`src/rtl/tanh_in_requant_stage.sv`:
```
// Requantizes signed accumulator samples to 4-bit tanh input codes and queues
// them in a 2-entry FIFO whose head register drives the tanh In[3:0] port.
module tanh_in_requant_stage #(
  parameter int IN_W      = 16,
  parameter int SHIFT     = 8,
  parameter int SAT_CNT_W = 16
) (
  input  logic                 clk,
  input  logic                 rst_n,
  input  logic [IN_W-1:0]      in_data,
  input  logic                 in_valid,
  output logic                 in_ready,
  output logic [3:0]           out_data,
  output logic                 out_valid,
  input  logic                 out_ready,
  input  logic                 clr_stats,
  output logic                 sat_flag,
  output logic [SAT_CNT_W-1:0] sat_count
);

  localparam int EXT_W = IN_W + 1;
  localparam int DEPTH = 2;
  localparam int CNT_W = 2;

  localparam logic signed [EXT_W-1:0] CODE_MAX = EXT_W'(7);
  localparam logic signed [EXT_W-1:0] CODE_MIN = EXT_W'(-8);

  // ------------------------------------------------------------------
  // Quantization: one extra bit of headroom keeps the rounding add exact
  // ------------------------------------------------------------------
  logic signed [EXT_W-1:0] ext_data;
  logic signed [EXT_W-1:0] rounded;
  logic                    sat_hi;
  logic                    sat_lo;
  logic                    sat;
  logic [3:0]              code;

  assign ext_data = {in_data[IN_W-1], in_data};

  generate
    if (SHIFT > 0) begin : g_round
      localparam logic signed [EXT_W-1:0] HALF = EXT_W'(1) << (SHIFT - 1);
      logic signed [EXT_W-1:0] biased;
      assign biased  = ext_data + HALF;
      assign rounded = biased >>> SHIFT;
    end else begin : g_pass
      assign rounded = ext_data;
    end
  endgenerate

  always_comb begin
    sat_hi = (rounded > CODE_MAX);
    sat_lo = (rounded < CODE_MIN);
    sat    = sat_hi | sat_lo;
    if (sat_hi) begin
      code = 4'h7;
    end else if (sat_lo) begin
      code = 4'h8;
    end else begin
      code = rounded[3:0];
    end
  end

  // ------------------------------------------------------------------
  // Handshake and occupancy
  // ------------------------------------------------------------------
  logic             in_ready_reg;
  logic             out_valid_reg;
  logic [CNT_W-1:0] count_reg;
  logic [CNT_W-1:0] count_next;
  logic [CNT_W-1:0] wr_idx;
  logic             push;
  logic             pop;

  assign push = in_valid & in_ready_reg;
  assign pop  = out_valid_reg & out_ready;

  always_comb begin
    count_next = count_reg;
    case ({push, pop})
      2'b10:   count_next = count_reg + CNT_W'(1);
      2'b01:   count_next = count_reg - CNT_W'(1);
      default: count_next = count_reg;
    endcase
  end

  // A pop shifts everything down one slot, so the write lands one lower.
  assign wr_idx = pop ? (count_reg - CNT_W'(1)) : count_reg;

  // Ready and valid come straight from flops derived from the next occupancy,
  // so out_ready never reaches in_ready combinationally.
  always_ff @(posedge clk or negedge rst_n) begin
    if (!rst_n) begin
      count_reg     <= '0;
      in_ready_reg  <= 1'b1;
      out_valid_reg <= 1'b0;
    end else begin
      count_reg     <= count_next;
      in_ready_reg  <= (count_next < CNT_W'(DEPTH));
      out_valid_reg <= (count_next != '0);
    end
  end

  // ------------------------------------------------------------------
  // Shift-register storage: slot 0 is always the head
  // ------------------------------------------------------------------
  logic [3:0] entry_vals [DEPTH];

  generate
    for (genvar gi = 0; gi < DEPTH; gi++) begin : g_slot
      logic [3:0] slot_reg;
      logic [3:0] slot_next;

      if (gi < DEPTH - 1) begin : g_mid
        always_comb begin
          slot_next = slot_reg;
          if (push && (wr_idx == CNT_W'(gi))) begin
            slot_next = code;
          end else if (pop) begin
            slot_next = entry_vals[gi+1];
          end
        end
      end else begin : g_last
        always_comb begin
          slot_next = slot_reg;
          if (push && (wr_idx == CNT_W'(gi))) begin
            slot_next = code;
          end
        end
      end

      always_ff @(posedge clk or negedge rst_n) begin
        if (!rst_n) begin
          slot_reg <= 4'h0;
        end else begin
          slot_reg <= slot_next;
        end
      end

      assign entry_vals[gi] = slot_reg;
    end
  endgenerate

  // ------------------------------------------------------------------
  // Saturation statistics; a clear wins over a coincident increment
  // ------------------------------------------------------------------
  logic                 sat_flag_reg;
  logic [SAT_CNT_W-1:0] sat_count_reg;

  always_ff @(posedge clk or negedge rst_n) begin
    if (!rst_n) begin
      sat_flag_reg  <= 1'b0;
      sat_count_reg <= '0;
    end else begin
      if (push) begin
        sat_flag_reg <= sat;
      end
      if (clr_stats) begin
        sat_count_reg <= '0;
      end else if (push && sat && !(&sat_count_reg)) begin
        sat_count_reg <= sat_count_reg + SAT_CNT_W'(1);
      end
    end
  end

  assign in_ready  = in_ready_reg;
  assign out_valid = out_valid_reg;
  assign out_data  = entry_vals[0];
  assign sat_flag  = sat_flag_reg;
  assign sat_count = sat_count_reg;

endmodule
```
`config.mk`:
```
export PLATFORM = sky130hd
export DESIGN_NAME = tanh_in_requant_stage
export DESIGN_NICKNAME = d
export VERILOG_FILES = /design/src/rtl/tanh_in_requant_stage.sv
export SDC_FILE = /design/constraint.sdc
export NUM_CORES = 1
export LEC_CHECK = 0
export CAP_MARGIN = 20
export CORE_AREA = 2 2 70 72
export DETAILED_ROUTE_END_ITERATION = 7
export DIE_AREA = 0 0 72 74
export HOLD_SLACK_MARGIN = 0.1
export PLACE_DENSITY = 0.74
export REMOVE_ABC_BUFFERS = 1
export SETUP_SLACK_MARGIN = 0.3
export SLEW_MARGIN = 20
export SYNTH_ARGS = -nofsm -noshare
export SYNTH_HDL_FRONTEND = slang
export SYNTH_SLANG_ARGS = --single-unit
```
`constraint.sdc`:
```
create_clock -name clk -period 2.3 [get_ports clk]
set_input_delay 0.345 -clock clk [delete_from_list [all_inputs] [get_ports clk]]
set_output_delay 0.345 -clock clk [all_outputs]
set_load 0.01 [all_outputs]
```
* Yosys cells after proc, flatten, opt, wreduce, memory -nomap -nowiden
Cells that the tools add are included.
** Storage, ports and cells
- Flip-flop bits (word level) :: 29
- Word-level logic and storage cells :: 38
- Bits of input ports :: 21
** Operators by class
- Order comparisons :: 3
- Bitwise operators :: 3
- Add/sub/neg operators :: 4
- Multiplexer cells :: 8
- Reduce and logical (&&, ||, !) cells :: 10
- Equal/unequal tests :: 3
** Operator list (count)
- 16-bit two-way mux :: 2
- 16-bit by 9-bit adder with 17-bit output, second input constant :: 1
- 16-bit by 1-bit adder with 16-bit output, second input constant :: 1
- 4-bit two-way mux :: 4
- 16-bit AND reduction :: 1
- 9-bit by 4-bit > comparator with 1-bit output, second input constant :: 1
- 9-bit by 4-bit less-than comparator with 1-bit output, second input constant :: 1
- 2-bit nonzero test :: 3
- 2-bit by 1-bit equality test with 1-bit output, second input constant :: 2
- 1-bit logical AND :: 4
- 2-bit one-hot mux with 2 select lines :: 1
- 2-bit by 1-bit adder with 2-bit output, second input constant :: 1
- 1-bit AND :: 2
- 2-bit equality test, second input constant :: 1
- 2-bit zero test :: 1
- 2-bit less-than comparator, second input constant :: 1
- 2-bit two-way mux :: 1
- 2-bit by 1-bit subtractor with 2-bit output, second input constant :: 1
- 1-bit zero test :: 1
- 1-bit OR :: 1

* Depth between registers and ports, before layout
Gate-level depths: netlist (run 1).
- Word-level depth :: 7
- Gate-level depth with buffers :: 10

* Worst setup path after synthesis (run 1)
Ideal clock, no wire load.
- Path type :: input-to-reg
- Start point :: in in_data[7]
- End point :: reg sat_count_reg[4], in the netlist sat_count[4]
- Arrival time :: 1.982 ns
- Setup slack :: 0.193 ns
- Setup time :: 0.125 ns
- Data required time :: 2.175 ns
- Cell stages on the path :: 8
- Buffers on the path :: 1
- Cell sequence :: ha_1 and3_1 xor2_2 o22ai_1 and3_4 buf_6 nor4b_1 mux2_2
** Between the ends
- Longest elaborated chain between the ends :: 6
- Elaborated cells between the ends (all ways) :: 7
- Those cells by class :: add/sub (1); order compare (2); bitwise (1); reduce/logical (3)
** Ends and longest elaborated chain
- start: declaration :: RTL line 10 : input logic [IN_W-1:0] in_data,
- 16-bit by 9-bit adder with 17-bit output * :: RTL line 44 : assign biased = ext_data + HALF;
- 9-bit by 4-bit > comparator with 1-bit output / 9-bit by 4-bit less-than comparator with 1-bit output (equally long branches) :: RTL line 52, 53
- 1-bit OR * :: RTL line 54 : sat = sat_hi | sat_lo;
- 1-bit logical AND * (2 in series) :: RTL line 160 : end else if (push && sat && !(&sat_count_reg)) begin
- 2-bit nonzero test (no source line) *
- end signal: assignment :: RTL line 161 : sat_count_reg <= sat_count_reg + SAT_CNT_W'(1);
- end: declaration :: RTL line 148 : logic [SAT_CNT_W-1:0] sat_count_reg;
Every way passes the cells marked *; elsewhere a longest branch is shown, timed or not.
A chain may end at the register's enable or synchronous reset.

* Worst setup path after layout (run 1)
- Start point :: reg sat_count_reg[8], in the netlist sat_count[8]
- End point :: reg sat_count_reg[10], in the netlist sat_count[10]
** Between the ends
- Longest elaborated chain between the ends :: 4
- Elaborated cells between the ends (all ways) :: 7
- Those cells by class :: add/sub (1); mux (2); reduce/logical (4)
** Ends and longest elaborated chain
- parallel branches: the longest is 4 deep, another holds 16-bit by 1-bit adder with 16-bit output
Parallel ways; which one is timed is not known. The select of a mux whose other input is x is not followed.

==> results of run 1 <==
-- per-stage QoR --
stage                     instance area (sq um)  setup slack, ns  setup TNS, ns
final                                      2830            0.333              0
after CTS                                  2730            0.312              0
after floorplan                            1750            0.232              0
after detailed placement                   2430           -0.352          -3.70
after global placement                     2430           -0.321          -2.95
after global routing                       2830            0.270              0
-- worst max-delay path: stages, from the launching register on --
cell and delay [ns]:
dfrtp_1 0.43, nand4_1 0.23, nor2_2 0.07, a31oi_2 0.23, buf_4 0.18, nand2_4 0.07
or4_4 0.50, a21oi_2 0.17
-- logic make-up after synthesis --
logic type,count (synthesis),share of synthesized area [%]
XOR/XNOR,3,1.89
flip-flops,29,40.6
multiplexers,11,6.57
adder cells (fa/ha/maj),4,2.80
buffers and inverters,12,3.42
AO/OA/AOI/OAI,45,16.6
AND/OR/NAND/NOR,94,28.1
-- final timing paths --
kind | endpoint | slack (ns)
setup / recovery | sat_count[10] | 0.33
hold / removal | out_data[3] | 0.44
setup reg to reg | sat_count[10] | 0.33
hold reg to reg | sat_flag | 0.51
max in group asynchronous | in_ready | 1.55
min in group clk | sat_flag | 0.51
-- routing by layer --
layer  track usage (%)  vias to the layer above  routed length [um]  part of all wire, %
met3              6.64                        6                 235                  4.5
li1                  -                      912                   -                    -
met2              35.2                       49                2670                   51
met1              24.2                      903                2230                   43
met5                 0                        -                   0                    0
met4              6.92                        0                  67                  1.3
-- cell usage in the layout (no fill, tap or decap), types with 3 or more instances in the layout --
cell,netlist,final
buf_6,2,3
dlygate4sd2_1,0,3
nor2_1,17,16
and3_1,4,3
nand3_1,12,9
nand2b_1,3,3
clkbuf_2,0,3
nor3_1,7,3
a21oi_2,0,4
nor3_2,0,4
mux2_2,6,4
o31ai_1,5,5
clkbuf_8,0,7
inv_1,6,6
nand2_2,1,3
clkdlybuf4s50_1,0,28
mux2i_1,5,5
o21ai_0,8,8
dfrtp_1,28,27
nand4_1,4,4
a21oi_1,13,9
buf_4,0,45
nor2b_1,8,8
a211oi_1,5,5
nand2_1,16,13
or3_1,5,4
nand3_2,0,3
-- what timing repair did --
action | 4_1_cts | 5_1_grt
buffers inserted | 11 | 5
gates resized for setup | 34 | 21
gates cloned | 1 | 0
setup endpoints to repair | 21 | 17
pin swaps | 13 | 14
-- power breakdown --
part,total (mW),switching (mW),internal [mW]
clock network,0.466,0.196,0.270
registers,0.712,0.0834,0.628
logic,0.698,0.324,0.374
total,1.88,0.603,1.27
-- area by class of cell --
| type | count | area [sq um] |
|---|---|---|
| flip-flops and latches | 29 | 728 |
| clock inverters | 1 | 5.00 |
| fillers | 367 | 1770 |
| multi-input cells | 158 | 1170 |
| clock buffers | 7 | 96.3 |
| inverters | 6 | 22.5 |
| well taps | 54 | 67.6 |
| repair buffers | 85 | 736 |
==> metrics.md, run 1 <==
| Metric | Value |
|---|---|
| Run status | `completed` |
| CTS tree | `yes` |
| Final non-filler cell total | `between 300 and 400` |
| IO Pins | `44` |
| Reg2Reg Depth | `7` |
| Final worst-path cycle share | `between 80% and 90%` |
| Final hold vios | `0` |
| Synth area leader | `dfrtp_1` |
| RSZ-0062 raised after global routing | `yes` |
| Routed wire length | `~5200 um` |
| Antenna violations before repair | `0` |
| Fin crit period | `between 1.5 and 2 ns` |
| Clock Skews | `~0.0041 ns` |
| Synth cell count leaders | `dfrtp_1 (28), nor2_1 (17), nand2_1 (16), a21oi_1 (13), nand3_1 (12)` |
| Clock buffer depth | `2` |
| Area share of the largest cell type after synthesis | `between 30% and 40%` |
| Post-DP HPWL | `approximately 3300 um` |
| Count leader, synth | `dfrtp_1` |
| Layout cell share with drive strength beyond 1 | `a little over a third` |
| FP Rows | `25` |
| Drt pass-1 iters | `4` |
| Fin Hold WS | `about 0.44 ns` |
| WP data arrival | `2.18 ns` |
| Die height | `about 74 um` |
| Vias | `1870` |
| Top FF cell, synth | `dfrtp_1` |
| Reg2reg start | `sat_count[8]` |
| Vias in the first global route | `~1800` |
| Async S/R FF share, synth | `100%` |
| Worst slew pin tran | `between 0.4 and 0.5 ns` |
| Syn Inst Count | `198` |
| Final #Nets | `310` |
| Critical Path Fanout Max | `5` |
| GRT Total Usage | `between 20% and 30%` |
| Netlist cell types | `44` |
| Mapped Area | `1790 sq um` |
| DR vias/cell | `between 5 and 6` |
| Worst-Skew Late Latency | `0.29 ns` |
| DRC violation total after the first TritonRoute iteration | `141` |
| Leak Pwr | `between 1 and 1.5 nW` |
| Total Power | `~1.9 mW` |
| Final slew viol count | `0` |
| Port Buf Inserts | `36` |
| Yosys warns | `0` |
| Crit start category | `flop` |
| Initial Util | `between 30% and 40%` |
| Post-synth EDFFs | `0` |
| Post-CTS Hold Buffers | `0` |
| DRC violations left | `0` |
| Largest net degree at the start of global routing | `30` |
| RePlAce Congestion | `0.795` |
| Core area | `between 4000 and 5000 sq um` |
| Setup crit end kind | `flop` |
| Slew headroom | `between 60 and 70%` |
| Die Area | `5330 sq um` |
| Class of the worst hold path | `input pin to asynchronous set/reset pin` |
| Critical path class | `flop to flop` |
| CTS HTree Levels | `2` |
| Root Driver | `clkbuf_8` |
| Area growth from synthesis to layout | `57.8%` |
| Launching element of the worst setup path | `sat_count[8]` |
| Die Wd | `72 um` |
| CTS sink count | `29` |
| Mean Syn Cell Area | `9.04 sq um` |
| Global-route wire length before repair | `between 8000 and 9000 um` |
| Num CTS Buffers | `5` |
| Cell Pwr Density | `approximately 660 nW/um^2` |
| Post-synthesis sequential area ratio | `between 40% and 50%` |
| VDD IR max | `0.301 mV` |
| Routed Antenna Nets | `0` |
| Seq cells post-synth | `29` |
| CTS clock-pin slew for the worst setup and hold paths | `0.06 ns` |
| WL/cell | `approximately 15 um` |
| Synth area leaders | `dfrtp_1 (39%), mux2_2 (3.8%), a21oi_1 (3.6%), nor2_1 (3.6%), nand3_1 (3.4%)` |
| FMAX | `0.508 GHz` |
| Diode count | `0` |
| Worst EP required | `around 2.5 ns` |
| Gr ovfl total | `0` |
| Max Cap Violations | `0` |
| Placed Cells | `around 320` |
| Final Core Density | `around three fifths` |
| Setup violations, final | `0` |
| Max reg flops | `16` |
Note: power is estimated with default switching activity, not from simulation.
==> run 2, diff against run 1 <==
- CAP_MARGIN: 20 -> 10
- CTS_CLUSTER_DIAMETER: unset -> 80
- SKIP_CTS_REPAIR_TIMING: unset -> 1
==> run 2 against run 1 <==
Against the previous run: maximum frequency is 1.4% lower; critical endpoint unchanged; clock power up 1%; worst setup slack got worse by 0.028 ns.
==> metrics.md, run 2 (synthesis gave the netlist of run 1 again) <==
| Metric | Value |
|---|---|
| Crit path depth | `9 (was 7)` |
| Vias | `1882 (was 1870)` |
| R2r setup slk | `0.36 ns (was 0.33 ns)` |
| Vias in the first global route | `1653 (was 1806)` |
| Final worst-path cycle share | `86.8% (was 85.5%)` |
| Most frequent cells in the layout | `buf_4 (43), clkdlybuf4s50_1 (28), dfrtp_1 (26) (was buf_4 (45), clkdlybuf4s50_1 (28), dfrtp_1 (27))` |
| Cell Pwr Density | `668 nW/um^2 (was 664 nW/um^2)` |
| Max reg flops | `16 (unchanged)` |
| Reg2reg end | `sat_count[2] (was sat_count[10])` |
| Leak Pwr | `1.25 nW (was 1.21 nW)` |
| CP Buf/Inv Count | `2 (was 1)` |
| Final slew viol count | `0 (unchanged)` |
| RePlAce Congestion | `0.795 (unchanged)` |
| CTS clock-pin slew for the worst setup and hold paths | `0.06 ns (about the same)` |
| Initial Util | `38.9% (unchanged)` |
| Global-route wire length before repair | `7490 um (was 8320 um)` |
| Final hold vios | `0 (unchanged)` |
| Largest net degree at the start of global routing | `30 (unchanged)` |
| Design Area, Final | `2830 sq um (about the same)` |
| CP top delay family | `simple AND/OR/NAND/NOR gates (unchanged)` |
| Routed wire length | `5110 um (was 5210 um)` |
| Final Core Density | `61.6% (was 61.4%)` |
| Worst stage delay on the critical path | `0.54 ns (was 0.50 ns)` |
| IO Pins | `44 (unchanged)` |
| Filler Cell Count | `367 (unchanged)` |
| Reg2reg start | `sat_count[0] (was sat_count[8])` |
| Layout cell share with drive strength beyond 1 | `32.7% (was 35.0%)` |
| Clock buffer depth | `2 (unchanged)` |
| Post-DP HPWL | `3340 um (unchanged)` |
| Final #Nets | `308 (was 310)` |
| Die Wd | `72 um (unchanged)` |
| FMAX | `0.501 GHz (was 0.508 GHz)` |
| Port Buf Inserts | `36 (unchanged)` |
| Diode count | `0 (unchanged)` |
| Sw frac | `32.4% (was 32.2%)` |
| Worst EP required | `2.51 ns (about the same)` |
| GRT Total Usage | `18.2% (was 20.4%)` |
| DRC violation total after the first TritonRoute iteration | `114 (was 141)` |
| Class of the worst hold path | `input pin to asynchronous set/reset pin (unchanged)` |
| CTS tree | `yes (unchanged)` |
| FP Rows | `25 (unchanged)` |
| Fin crit period | `2.00 ns (was 1.97 ns)` |
| Gr ovfl total | `0 (unchanged)` |
| Commonest non-fill, non-tap cell in the layout | `buf_4 (unchanged)` |
| CTS sink count | `29 (unchanged)` |
| Worst slew pin tran | `0.468 ns (was 0.469 ns)` |
| Routed Antenna Nets | `0 (unchanged)` |
| Worst-Skew Late Latency | `0.29 ns (about the same)` |
| Crit path top cell by count | `and3_4` |
| DP Area | `2430 sq um (unchanged)` |
| Num CTS Buffers | `5 (unchanged)` |
| Die Area | `5330 sq um (unchanged)` |
| Crit start category | `input pin (was flop)` |
| Reg2Reg Depth | `8 (was 7)` |
| VDD IR max | `0.311 mV (was 0.301 mV)` |
| Die height | `74 um (unchanged)` |
| Run status | `completed (unchanged)` |
| Drt pass-1 iters | `4 (unchanged)` |
| Area growth from synthesis to layout | `58.1% (was 57.8%)` |
| Pint | `1.28 mW (was 1.27 mW)` |
| Power share of the combinational group | `37.4% (was 37.2%)` |
| Max Cap Violations | `0 (unchanged)` |
| Worst path cell trace | `dlymetal6s2s_1 > ha_2 > and3_4 > xor2_2 > o22ai_2 > and3_4 > buf_12 > or4_1 > a21oi_2 (was nand4_1 > nor2_2 > a31oi_2 > buf_4 > nand2_4 > or4_4 > a21oi_2)` |
| Core area | `4600 sq um (unchanged)` |
| Antenna violations before repair | `0 (unchanged)` |
| Switch Pwr | `0.612 mW (was 0.603 mW)` |
| Critical path class | `input pin to flop (was flop to flop)` |
| WP data arrival | `2.21 ns (was 2.18 ns)` |
| Setup violations, final | `0 (unchanged)` |
| Placed Cells | `315 (unchanged)` |
| Reg power frac | `37.6% (was 38.0%)` |
| RSZ-0062 raised after global routing | `yes (unchanged)` |
| Clock Skews | `0.00464 ns (was 0.00410 ns)` |
| DRC violations left | `0 (unchanged)` |
| Root Driver | `clkbuf_8 (unchanged)` |
| Worst path slowest cell | `or4_1 (was or4_4)` |
| Critical Path Fanout Max | `9 (was 5)` |
| WL/cell | `15.1 um (was 15.3 um)` |
| CTS HTree Levels | `2 (unchanged)` |
| Clock share of power | `25.0% (was 24.8%)` |
| DR vias/cell | `5.57 (was 5.50)` |
| Final non-filler cell total | `338 (was 340)` |
| Slew headroom | `68.5% (about the same)` |
| Setup crit end kind | `flop (unchanged)` |
run 2: cell types whose count changed in the layout (fill, tap and decap cells not counted), moves of 2 or more:
| cell | previous run | this run |
|---|---|---|
| dlymetal6s2s_1 | 1 | 8 |
| clkbuf_2 | 3 | 0 |
| dlygate4sd2_1 | 3 | 0 |
| nor3_2 | 4 | 1 |
| buf_4 | 45 | 43 |
| nor3_1 | 3 | 5 |
run 2: power groups by stage:
stage          clock [mW]  sequential (mW)  combinational, mW
2_1_floorplan           0            0.732              0.291
3_3_place_gp            0            0.715              0.617
3_5_place_dp            0            0.724              0.636
4_1_cts             0.478            0.714              0.646
5_1_grt             0.497            0.727              0.773
6_report            0.472            0.712              0.708
run 2: how the worst max path moves through the flow:
stage / startpoint / endpoint / slack (ns)
finish: in_data[8] / sat_count[10] / 0.30
global route: in_data[8] / sat_count[10] / 0.22
CTS: in_data[7] / sat_count[6] / -0.06
detailed placement: in_data[7] / sat_count[6] / -0.35
global placement: in_data[7] / sat_count[6] / -0.32
floorplan: in_data[7] / sat_count[4] / 0.23
run 2: metal layers:
metal | global-route usage, % | share of wire [%]
met1 | 22.1 | 41
met2 | 30.9 | 52
met3 | 4.74 | 4.6
met4 | 7.76 | 2.3
met5 | 0 | 0
run 2: area by class of cell:
class | count | area, sq um | share of cell area (%)
sequential | 29 | 729 | 25.8
tap | 54 | 67.6 | 2.39
multi-input combinational | 158 | 1150 | 40.7
clock buffer | 7 | 96.3 | 3.40
timing repair buffer | 83 | 757 | 26.7
inverter | 6 | 22.5 | 0.795
clock inverter | 1 | 5.00 | 0.177
run 2: worst register-to-register path, stage by stage, from the launching register on:
cell     delay, ns
dfrtp_2       0.40
ha_2          0.20
nand2_2       0.07
nor2_2        0.06
a31oi_4       0.27
buf_6         0.17
and2_1        0.15
and3_1        0.17
mux2_2        0.33
run 2: through the flow:
step                hold slack, ns  power, mW  setup TNS [ns]  setup slack [ns]
global route                 0.456       2.00               0             0.224
CTS                          0.444       1.84          -0.121           -0.0595
global placement             0.486       1.33           -2.95            -0.321
detailed placement           0.503       1.36           -3.70            -0.352
finish                       0.441       1.89               0             0.304
floorplan                   0.0494       1.02               0             0.232
==> run 3, diff against run 2 <==
- ABC_AREA: unset -> 0
- CAP_MARGIN: 10 -> 20
==> results of run 3 <==
Final layout, timing and power as in run 2 (identical DEF).
